File: src/rtl/mem_pkg.sv
// Shared types and helpers for the two-master RAM arbiter.
package mem_pkg;

    // Arbiter sequencing: IDLE issues an access, ACK releases the winner.
    typedef enum logic {
        IDLE = 1'b0,
        ACK  = 1'b1
    } arb_state_t;

    localparam int RAM_WORDS = 4096;

    // Byte address to word index; the caller truncates to the RAM width,
    // so any bits above the RAM window simply alias.
    function automatic logic [31:0] word_index(input logic [31:0] byte_addr,
                                               input int unsigned lsb);
        return byte_addr >> lsb;
    endfunction

endpackage

File: src/rtl/ram_arbiter_2to1_if.sv
// Bundle of both master ports and the shared RAM port.
interface ram_arbiter_2to1_if #(
    parameter int RAM_AW = 12
) ();
    // Master 0: instruction fetch, read-only
    logic [31:0]       m0_address;
    logic              m0_read;
    logic              m0_waitrequest;
    logic [31:0]       m0_readdata;

    // Master 1: data port, read/write
    logic [31:0]       m1_address;
    logic              m1_read;
    logic              m1_write;
    logic [3:0]        m1_byteenable;
    logic [31:0]       m1_writedata;
    logic              m1_waitrequest;
    logic [31:0]       m1_readdata;

    // Shared single-port RAM
    logic [RAM_AW-1:0] ram_address;
    logic              ram_read;
    logic              ram_write;
    logic [3:0]        ram_byteenable;
    logic [31:0]       ram_writedata;
    logic [31:0]       ram_readdata;

    // Arbiter side
    modport slave (
        input  m0_address, m0_read,
        output m0_waitrequest, m0_readdata,
        input  m1_address, m1_read, m1_write, m1_byteenable, m1_writedata,
        output m1_waitrequest, m1_readdata,
        output ram_address, ram_read, ram_write, ram_byteenable, ram_writedata,
        input  ram_readdata
    );

    // Environment side: the two masters plus the RAM itself
    modport master (
        output m0_address, m0_read,
        input  m0_waitrequest, m0_readdata,
        output m1_address, m1_read, m1_write, m1_byteenable, m1_writedata,
        input  m1_waitrequest, m1_readdata,
        input  ram_address, ram_read, ram_write, ram_byteenable, ram_writedata,
        output ram_readdata
    );
endinterface

File: src/rtl/ram_arbiter_2to1_rr_picker_2.sv
// Combinational two-way round-robin pick: a lone requester wins outright,
// a tie goes to whichever master did not win last time.
module rr_picker_2 (
    input  logic req0,
    input  logic req1,
    input  logic last_grant,
    output logic any_req,
    output logic winner
);
    // Winner selection
    always_comb begin
        any_req = req0 | req1;
        winner  = 1'b0;
        if (req0 && req1) begin
            winner = ~last_grant;
        end else if (req1) begin
            winner = 1'b1;
        end
    end
endmodule

File: src/rtl/ram_arbiter_2to1.sv
// Two-master arbiter in front of a single-port byte-enabled RAM with a
// registered read. Every access takes an ISSUE cycle (IDLE with a request)
// followed by an ACK cycle in which the winner's waitrequest drops.
module ram_arbiter_2to1
    import mem_pkg::*;
#(
    parameter int unsigned ADDR_LSB = 2,
    parameter int unsigned RAM_AW   = 12
) (
    input logic              clk,
    input logic              reset,
    ram_arbiter_2to1_if.slave bus
);

    arb_state_t        state;
    arb_state_t        state_next;
    logic              grant;
    logic              last_grant;

    logic              req0;
    logic              req1;
    logic              any_req;
    logic              winner;
    logic              issue;

    logic [RAM_AW-1:0] ram_address;
    logic              ram_read;
    logic              ram_write;
    logic [3:0]        ram_byteenable;
    logic [31:0]       ram_writedata;

    // A simultaneous read+write on master 1 still counts as one request.
    assign req0 = bus.m0_read;
    assign req1 = bus.m1_read | bus.m1_write;

    rr_picker_2 u_picker (
        .req0       (req0),
        .req1       (req1),
        .last_grant (last_grant),
        .any_req    (any_req),
        .winner     (winner)
    );

    // State, grant and round-robin history
    always_ff @(posedge clk) begin
        if (reset) begin
            state      <= IDLE;
            grant      <= 1'b0;
            last_grant <= 1'b1;
        end else begin
            state <= state_next;
            if (issue) begin
                grant      <= winner;
                last_grant <= winner;
            end
        end
    end

    // Next state and RAM command; the command is driven in the issue cycle
    // itself so the registered read data lines up with the ACK cycle.
    always_comb begin
        state_next     = state;
        issue          = 1'b0;
        ram_address    = '0;
        ram_read       = 1'b0;
        ram_write      = 1'b0;
        ram_byteenable = 4'h0;
        ram_writedata  = 32'h0;
        case (state)
            IDLE: begin
                if (any_req && !reset) begin
                    issue      = 1'b1;
                    state_next = ACK;
                    if (!winner) begin
                        ram_address    = RAM_AW'(word_index(bus.m0_address, ADDR_LSB));
                        ram_read       = 1'b1;
                        ram_byteenable = 4'hF;
                    end else begin
                        // Write takes priority when both strobes are high.
                        ram_address    = RAM_AW'(word_index(bus.m1_address, ADDR_LSB));
                        ram_write      = bus.m1_write;
                        ram_read       = ~bus.m1_write;
                        ram_byteenable = bus.m1_byteenable;
                        ram_writedata  = bus.m1_writedata;
                    end
                end
            end
            ACK: begin
                state_next = IDLE;
            end
            default: begin
                state_next = IDLE;
            end
        endcase
    end

    // Handshake outputs; reset during ACK suppresses the acknowledge.
    always_comb begin
        bus.m0_waitrequest = ~((state == ACK) && (grant == 1'b0) && !reset);
        bus.m1_waitrequest = ~((state == ACK) && (grant == 1'b1) && !reset);
        bus.m0_readdata    = bus.ram_readdata;
        bus.m1_readdata    = bus.ram_readdata;
        bus.ram_address    = ram_address;
        bus.ram_read       = ram_read;
        bus.ram_write      = ram_write;
        bus.ram_byteenable = ram_byteenable;
        bus.ram_writedata  = ram_writedata;
    end

endmodule

File: src/flat_wrapper.sv
// flat-port wrapper written by rule: the top's interface ports become plain ports
module ram_arbiter_2to1_flat import mem_pkg::*;
#(
    parameter int unsigned ADDR_LSB = 2,
    parameter int unsigned RAM_AW   = 12
)
  (clk, reset, bus_m0_address, bus_m0_read, bus_m0_waitrequest, bus_m0_readdata, bus_m1_address, bus_m1_read, bus_m1_write, bus_m1_byteenable, bus_m1_writedata, bus_m1_waitrequest, bus_m1_readdata, bus_ram_address, bus_ram_read, bus_ram_write, bus_ram_byteenable, bus_ram_writedata, bus_ram_readdata);
  ram_arbiter_2to1_if #(.RAM_AW(RAM_AW)) bus_i ();
  input logic clk;
  input logic reset;
  input wire logic [$bits(bus_i.m0_address)-1:0] bus_m0_address;
  input wire logic [$bits(bus_i.m0_read)-1:0] bus_m0_read;
  output wire logic [$bits(bus_i.m0_waitrequest)-1:0] bus_m0_waitrequest;
  output wire logic [$bits(bus_i.m0_readdata)-1:0] bus_m0_readdata;
  input wire logic [$bits(bus_i.m1_address)-1:0] bus_m1_address;
  input wire logic [$bits(bus_i.m1_read)-1:0] bus_m1_read;
  input wire logic [$bits(bus_i.m1_write)-1:0] bus_m1_write;
  input wire logic [$bits(bus_i.m1_byteenable)-1:0] bus_m1_byteenable;
  input wire logic [$bits(bus_i.m1_writedata)-1:0] bus_m1_writedata;
  output wire logic [$bits(bus_i.m1_waitrequest)-1:0] bus_m1_waitrequest;
  output wire logic [$bits(bus_i.m1_readdata)-1:0] bus_m1_readdata;
  output wire logic [$bits(bus_i.ram_address)-1:0] bus_ram_address;
  output wire logic [$bits(bus_i.ram_read)-1:0] bus_ram_read;
  output wire logic [$bits(bus_i.ram_write)-1:0] bus_ram_write;
  output wire logic [$bits(bus_i.ram_byteenable)-1:0] bus_ram_byteenable;
  output wire logic [$bits(bus_i.ram_writedata)-1:0] bus_ram_writedata;
  input wire logic [$bits(bus_i.ram_readdata)-1:0] bus_ram_readdata;
  assign bus_i.m0_address = bus_m0_address;
  assign bus_i.m0_read = bus_m0_read;
  assign bus_m0_waitrequest = bus_i.m0_waitrequest;
  assign bus_m0_readdata = bus_i.m0_readdata;
  assign bus_i.m1_address = bus_m1_address;
  assign bus_i.m1_read = bus_m1_read;
  assign bus_i.m1_write = bus_m1_write;
  assign bus_i.m1_byteenable = bus_m1_byteenable;
  assign bus_i.m1_writedata = bus_m1_writedata;
  assign bus_m1_waitrequest = bus_i.m1_waitrequest;
  assign bus_m1_readdata = bus_i.m1_readdata;
  assign bus_ram_address = bus_i.ram_address;
  assign bus_ram_read = bus_i.ram_read;
  assign bus_ram_write = bus_i.ram_write;
  assign bus_ram_byteenable = bus_i.ram_byteenable;
  assign bus_ram_writedata = bus_i.ram_writedata;
  assign bus_i.ram_readdata = bus_ram_readdata;
  ram_arbiter_2to1 #(.ADDR_LSB(ADDR_LSB), .RAM_AW(RAM_AW)) u_core (.clk(clk), .reset(reset), .bus(bus_i));
endmodule
File: config.mk
export PLATFORM = sky130hd
export DESIGN_NAME = ram_arbiter_2to1_flat
export DESIGN_NICKNAME = d
export VERILOG_FILES = /design/src/rtl/mem_pkg.sv /design/src/rtl/ram_arbiter_2to1_if.sv /design/src/rtl/ram_arbiter_2to1_rr_picker_2.sv /design/src/rtl/ram_arbiter_2to1.sv /design/src/flat_wrapper.sv
export SDC_FILE = /design/constraint.sdc
export NUM_CORES = 1
export LEC_CHECK = 0
export CAP_MARGIN = 20
export CORE_AREA = 2 2 97 99
export DETAILED_ROUTE_END_ITERATION = 10
export DIE_AREA = 0 0 99 101
export RECOVER_POWER = 50
export SLEW_MARGIN = 40
export SYNTH_ARGS = -nofsm -noshare
export SYNTH_HDL_FRONTEND = slang
export SYNTH_HIERARCHICAL = 1
export SYNTH_SLANG_ARGS = --single-unit
export TNS_END_PERCENT = 1
File: constraint.sdc
create_clock -name clk -period 2.8 [get_ports clk]
set_input_delay 0.56 -clock clk [delete_from_list [all_inputs] [get_ports clk]]
set_output_delay 0.56 -clock clk [all_outputs]
set_load 0.01 [all_outputs]
# Yosys cells after proc, flatten, opt, wreduce, memory -nomap -nowiden
# Cells that the tools add are included.
# W data, S select, Z words.
# classes
addsub	0
n_mux	20
reduce_logical	7
n_bitwise	8
multipliers	0
n_shift	0
div_mod_pow	0
n_eq_ne	0
order_cmp	0
# op_table
op	n
$mux W32	3
$mux W12	3
$mux W4	3
$mux W1	10
$logic_and A1 B1 Y1	6
$not A1 Y1	6
$or A1 B1 Y1	2
$pmux W1 S2	1
$logic_not A1 Y1	1
# word_totals
mem_count	0
mem_bits_rw	0
wordCells	38
mem_bits_ro	0
latch_bits	0
ff_bits	3

# Logic depth before layout (Yosys ltp)
# logic_depth
depth_word	6
mapped_depth	6
depth_no_buf	4

# Hierarchy
# The synthesis kept the hierarchy.
# modules_own_cells
module	area_per_inst_um2	instances	cells_each	seq_area_each_um2
ram_arbiter_2to1	1089.8	1	152	60.1
rr_picker_2	13.8	1	2	0.0

# Worst setup path before layout
# No wires, ideal clock.
# synth_timing
kind	input to output
startpoint	input port bus_m1_read
endpoint	output port bus_ram_writedata[22]
required_time_ps	2240
n_path_buf	2
arrival_time_ps	1705
setup_slack_ps	535
cell_stages	6
path_cell_list	or2_2 a21boi_1 buf_6 and4bb_2 buf_2 and2_1
# synth_between
elab_chain_len	6
elab_cells_between_ends	9
classes_between	mux: 5; bitwise: 2; reduce/logical: 2
# synth_rtl
element	line_no	source
start: declaration	flat_wrapper.sv:16	input wire logic [$bits(bus_i.m1_read)-1:0] bus_m1_read;
$or A1 B1 Y1 *	ram_arbiter_2to1.sv:34	assign req1 = bus.m1_read | bus.m1_write;
$mux W1 or $logic_and A1 B1 Y1 (tied branches)	ram_arbiter_2to1_rr_picker_2.sv:16, ram_arbiter_2to1_rr_picker_2.sv:14	
$mux W1 *	ram_arbiter_2to1_rr_picker_2.sv:14	if (req0 && req1) begin
net u_core.winner	ram_arbiter_2to1.sv:23	logic winner;
$mux W32 *	ram_arbiter_2to1.sv:74	if (!winner) begin
$mux W32 *	ram_arbiter_2to1.sv:71	if (any_req && !reset) begin
$mux W32 *	ram_arbiter_2to1.sv:69	case (state)
end: declaration	flat_wrapper.sv:26	output wire logic [$bits(bus_i.ram_writedata)-1:0] bus_ram_writedata;
# Mark *: on every way through the listed nets, which the timed path passes. The rest lies on a longest branch.

# Final worst setup path
# layout_timing
startpoint	input port bus_m1_write
endpoint	output port bus_ram_writedata[22]
# layout_between
elab_cells_between_ends	9
classes_between	mux: 5; bitwise: 2; reduce/logical: 2
# layout_rtl
element	line_no	source
start: declaration	flat_wrapper.sv:17	input wire logic [$bits(bus_i.m1_write)-1:0] bus_m1_write;
$or A1 B1 Y1	ram_arbiter_2to1.sv:34	
net u_core.req1	ram_arbiter_2to1.sv:21	logic req1;
$or A1 B1 Y1	ram_arbiter_2to1_rr_picker_2.sv:12	any_req = req0 | req1;
net u_core.any_req	ram_arbiter_2to1.sv:22	logic any_req;
$logic_and A1 B1 Y1	ram_arbiter_2to1.sv:71	
$mux W32	ram_arbiter_2to1.sv:71	
$mux W32	ram_arbiter_2to1.sv:69	
# The timed path passes the listed nets, and every way through them passes these cells.

==> summary.md <==
| Metric | Value |
|---|---|
| Iter 0 DRT Violations | `13` |
| Initial antenna violation count | `0` |
| Crit path time final | `2570 ps` |
| Final WS setup | `230 ps` |
| Fill cells | `987` |
| Register area share after synthesis | `5.44%` |
| Arr. time, crit path | `2010 ps` |
| Fin crit share | `91.8%` |
| H-tree Lvls | `1` |
| Count of cell types in the netlist | `20` |
| WS Path Type | `input pin to output pin` |
| Total power | `0.461 mW` |
| Core area | `0.00898 sq mm` |
| Vias in the first global route | `1152` |
| Final Slew Violations | `0` |
| FP Rows | `35` |
| Maximum number of pins on one net before global-route repair | `19` |
| Fin. Hold Viols | `0` |
| Commonest non-fill, non-tap cell in the layout | `clkdlybuf4s50_1` |
| FF+latch count, synth | `3` |
| Die area | `0.0100 sq mm` |
| Clock Tree Buf Depth | `2` |
| Die extent in x | `99 um` |
| Hpwl dp | `3.61 mm` |
| Syn avg cell area | `7.17 sq um` |
| DR DRC count | `0` |
| CTS tree | `built` |
| First-pass GRT wire length | `6.49 mm` |
| Vias | `1228` |
| Final Wtd Congestion | `0.734` |
| RSZ-0062 raised after global routing | `no` |
| Static Leakage | `0.965 nW` |
| End of the worst hold path | `u_core/grant` |
| Grt total ovfl | `0` |
| Pre-Repair DR Iteration Count | `3` |
| Worst-path clk slew | `30 ps` |
| Syn. warnings | `6` |
| Clk root buf | `clkbuf_8` |
| WL final | `4.80 mm` |
| Hold depth | `1` |
| PD cells | `223 mW/mm^2` |
| Final setup violation count | `0` |
| Non-Filler Instances | `332` |
| Fin nets | `359` |
| Die height | `101 um` |
| Reg2Reg Depth | `6` |
| Fmax | `389 MHz` |
| Crit path from | `bus_m1_write` |
| Antenna viol nets, final | `0` |
| Clock Sinks | `3` |
| RR Endpoint | `u_core/grant` |
| Aggregate global-route resource usage | `8.55%` |
| Most frequent cells in the layout | `clkdlybuf4s50_1, and2_1, clkdlybuf4s15_1` |
| PortBufs | `116` |
| Syn Inst Count | `154` |
| Critical path capture point type | `output pin` |
| TritonCTS Buffers | `3` |
| Worst Tran Pin Value | `325 ps` |
| Clk_lat worst skew | `210 ps` |
| Mapped cell area | `0.00110 sq mm` |
| N_diodes | `0` |
| FF-to-FF setup slack | `1390 ps` |
| DR WL/cell | `14.4 um` |
| CP startpoint kind | `input pin` |
| Vias per cell | `3.70` |
| WP data required | `2240 ps` |
| Hold path startpoint | `u_core/grant` |
| Crit Path Max Fanout | `7` |
| Top Ports | `253` |
| Final design utilization | `23.1%` |
| Worst Hold Class | `flop to flop` |
| Initial Util | `12.3%` |
| Status | `completed` |
| Final Skew | `0.294 ps` |
| Worst Setup Slack post-DPL | `-578 ps` |
| Hold_buf cts | `0` |
| Fraction of layout instances using a drive strength above 1 | `24.4%` |
| VDD IR max | `0.102 mV` |
| R2R Path Start | `u_core/last_grant` |
| Syn nets | `291` |
| Relative slew slack | `78.3%` |
| Placed insts | `316` |
| Max Cap Violations | `0` |
| Area grow syn2layout | `87.6%` |
-- stage by stage --
| step | TNS, ps | hold WS (ps) | instance area (sq um) |
|---|---|---|---|
| floorplan | 0 | 473 | 1100 |
| global placement | -22490 | 482 | 1910 |
| detailed placement | -22070 | 491 | 1910 |
| CTS | -1050 | 497 | 2020 |
| global route | 0 | 506 | 2070 |
| finish | 0 | 495 | 2070 |
-- synth_stat cells (all sizes together) --
| cell type | number | area share (%) |
|---|---|---|
| buf | 69 | 48 |
| and2 | 33 | 19 |
| nor2 | 14 | 4.8 |
| mux2i | 13 | 12 |
| inv | 6 | 2.0 |
| a21oi | 5 | 2.3 |
| dfxtp | 3 | 5.4 |
| clkbuf | 2 | 0.91 |
| or2 | 2 | 1.1 |
| a21boi | 1 | 0.68 |
| a31o | 1 | 0.79 |
| and4bb | 1 | 1.1 |
| nand2b | 1 | 0.57 |
| nand3 | 1 | 0.45 |
| nand3b | 1 | 0.68 |
| or3b | 1 | 0.79 |
-- how the worst max path moves through the flow --
| stage | endpoint |
|---|---|
| final | bus_ram_writedata[22] |
| after global routing | bus_ram_writedata[22] |
| after CTS | bus_ram_write |
| after detailed placement | bus_ram_writedata[16] |
| after global placement | bus_ram_writedata[16] |
| after floorplan | bus_ram_writedata[22] |
-- state kept, by name, indices dropped and copies added (netlist names) --
signal             flops
u_core/state           1
u_core/last_grant      1
u_core/grant           1
-- what timing repair did --
action	in CTS	in global routing
setup endpoints to repair	50	41
setup buffers	5	3
gates resized for setup	132	15
pin swaps	5	3
cloned	4	0
-- area by class of cell --
cell class,instances,area [sq um],share of cell area (%)
multi-input combinational,78,569,27.5
inverter,6,22.5,1.09
tap,111,139,6.71
clock buffer,4,45.0,2.18
sequential,3,60.1,2.90
timing repair buffer,130,1230,59.6
-- cells by family (layout without fill, tap and decap cells) --
family | Yosys count | after routing | synth area share [%]
muxes | 13 | 13 | 11.8
and+or+nand+nor | 54 | 58 | 28.2
AOI/OAI and AO/OA | 7 | 7 | 3.74
DFF | 3 | 3 | 5.44
buffers and inverters | 77 | 140 | 50.8
-- per-layer routing --
| layer | vias up | routed length, um | global-route usage [%] |
|---|---|---|---|
| met1 | 518 | 1260 | 6.46 |
| met5 | - | 0 | 0 |
| met4 | 0 | 16 | 3.37 |
| met3 | 4 | 770 | 3.40 |
| li1 | 557 | - | - |
| met2 | 149 | 2750 | 18.5 |
-- critical path, cell delays in order --
cell and delay (ps):
dlymetal6s2s_1 130, or2_4 260, or2_4 280, buf_12 130, and4bb_4 220, buf_4 140
and2_1 150, buf_2 140
-- power by group --
group | switching (mW) | leakage [nW] | internal (mW)
Sequential | 0.00549 | 0.0250 | 0.0472
Clock | 0.0270 | 0.0228 | 0.0969
Combinational | 0.103 | 0.917 | 0.181
No activity file was read; power rests on OpenSTA's default activity.
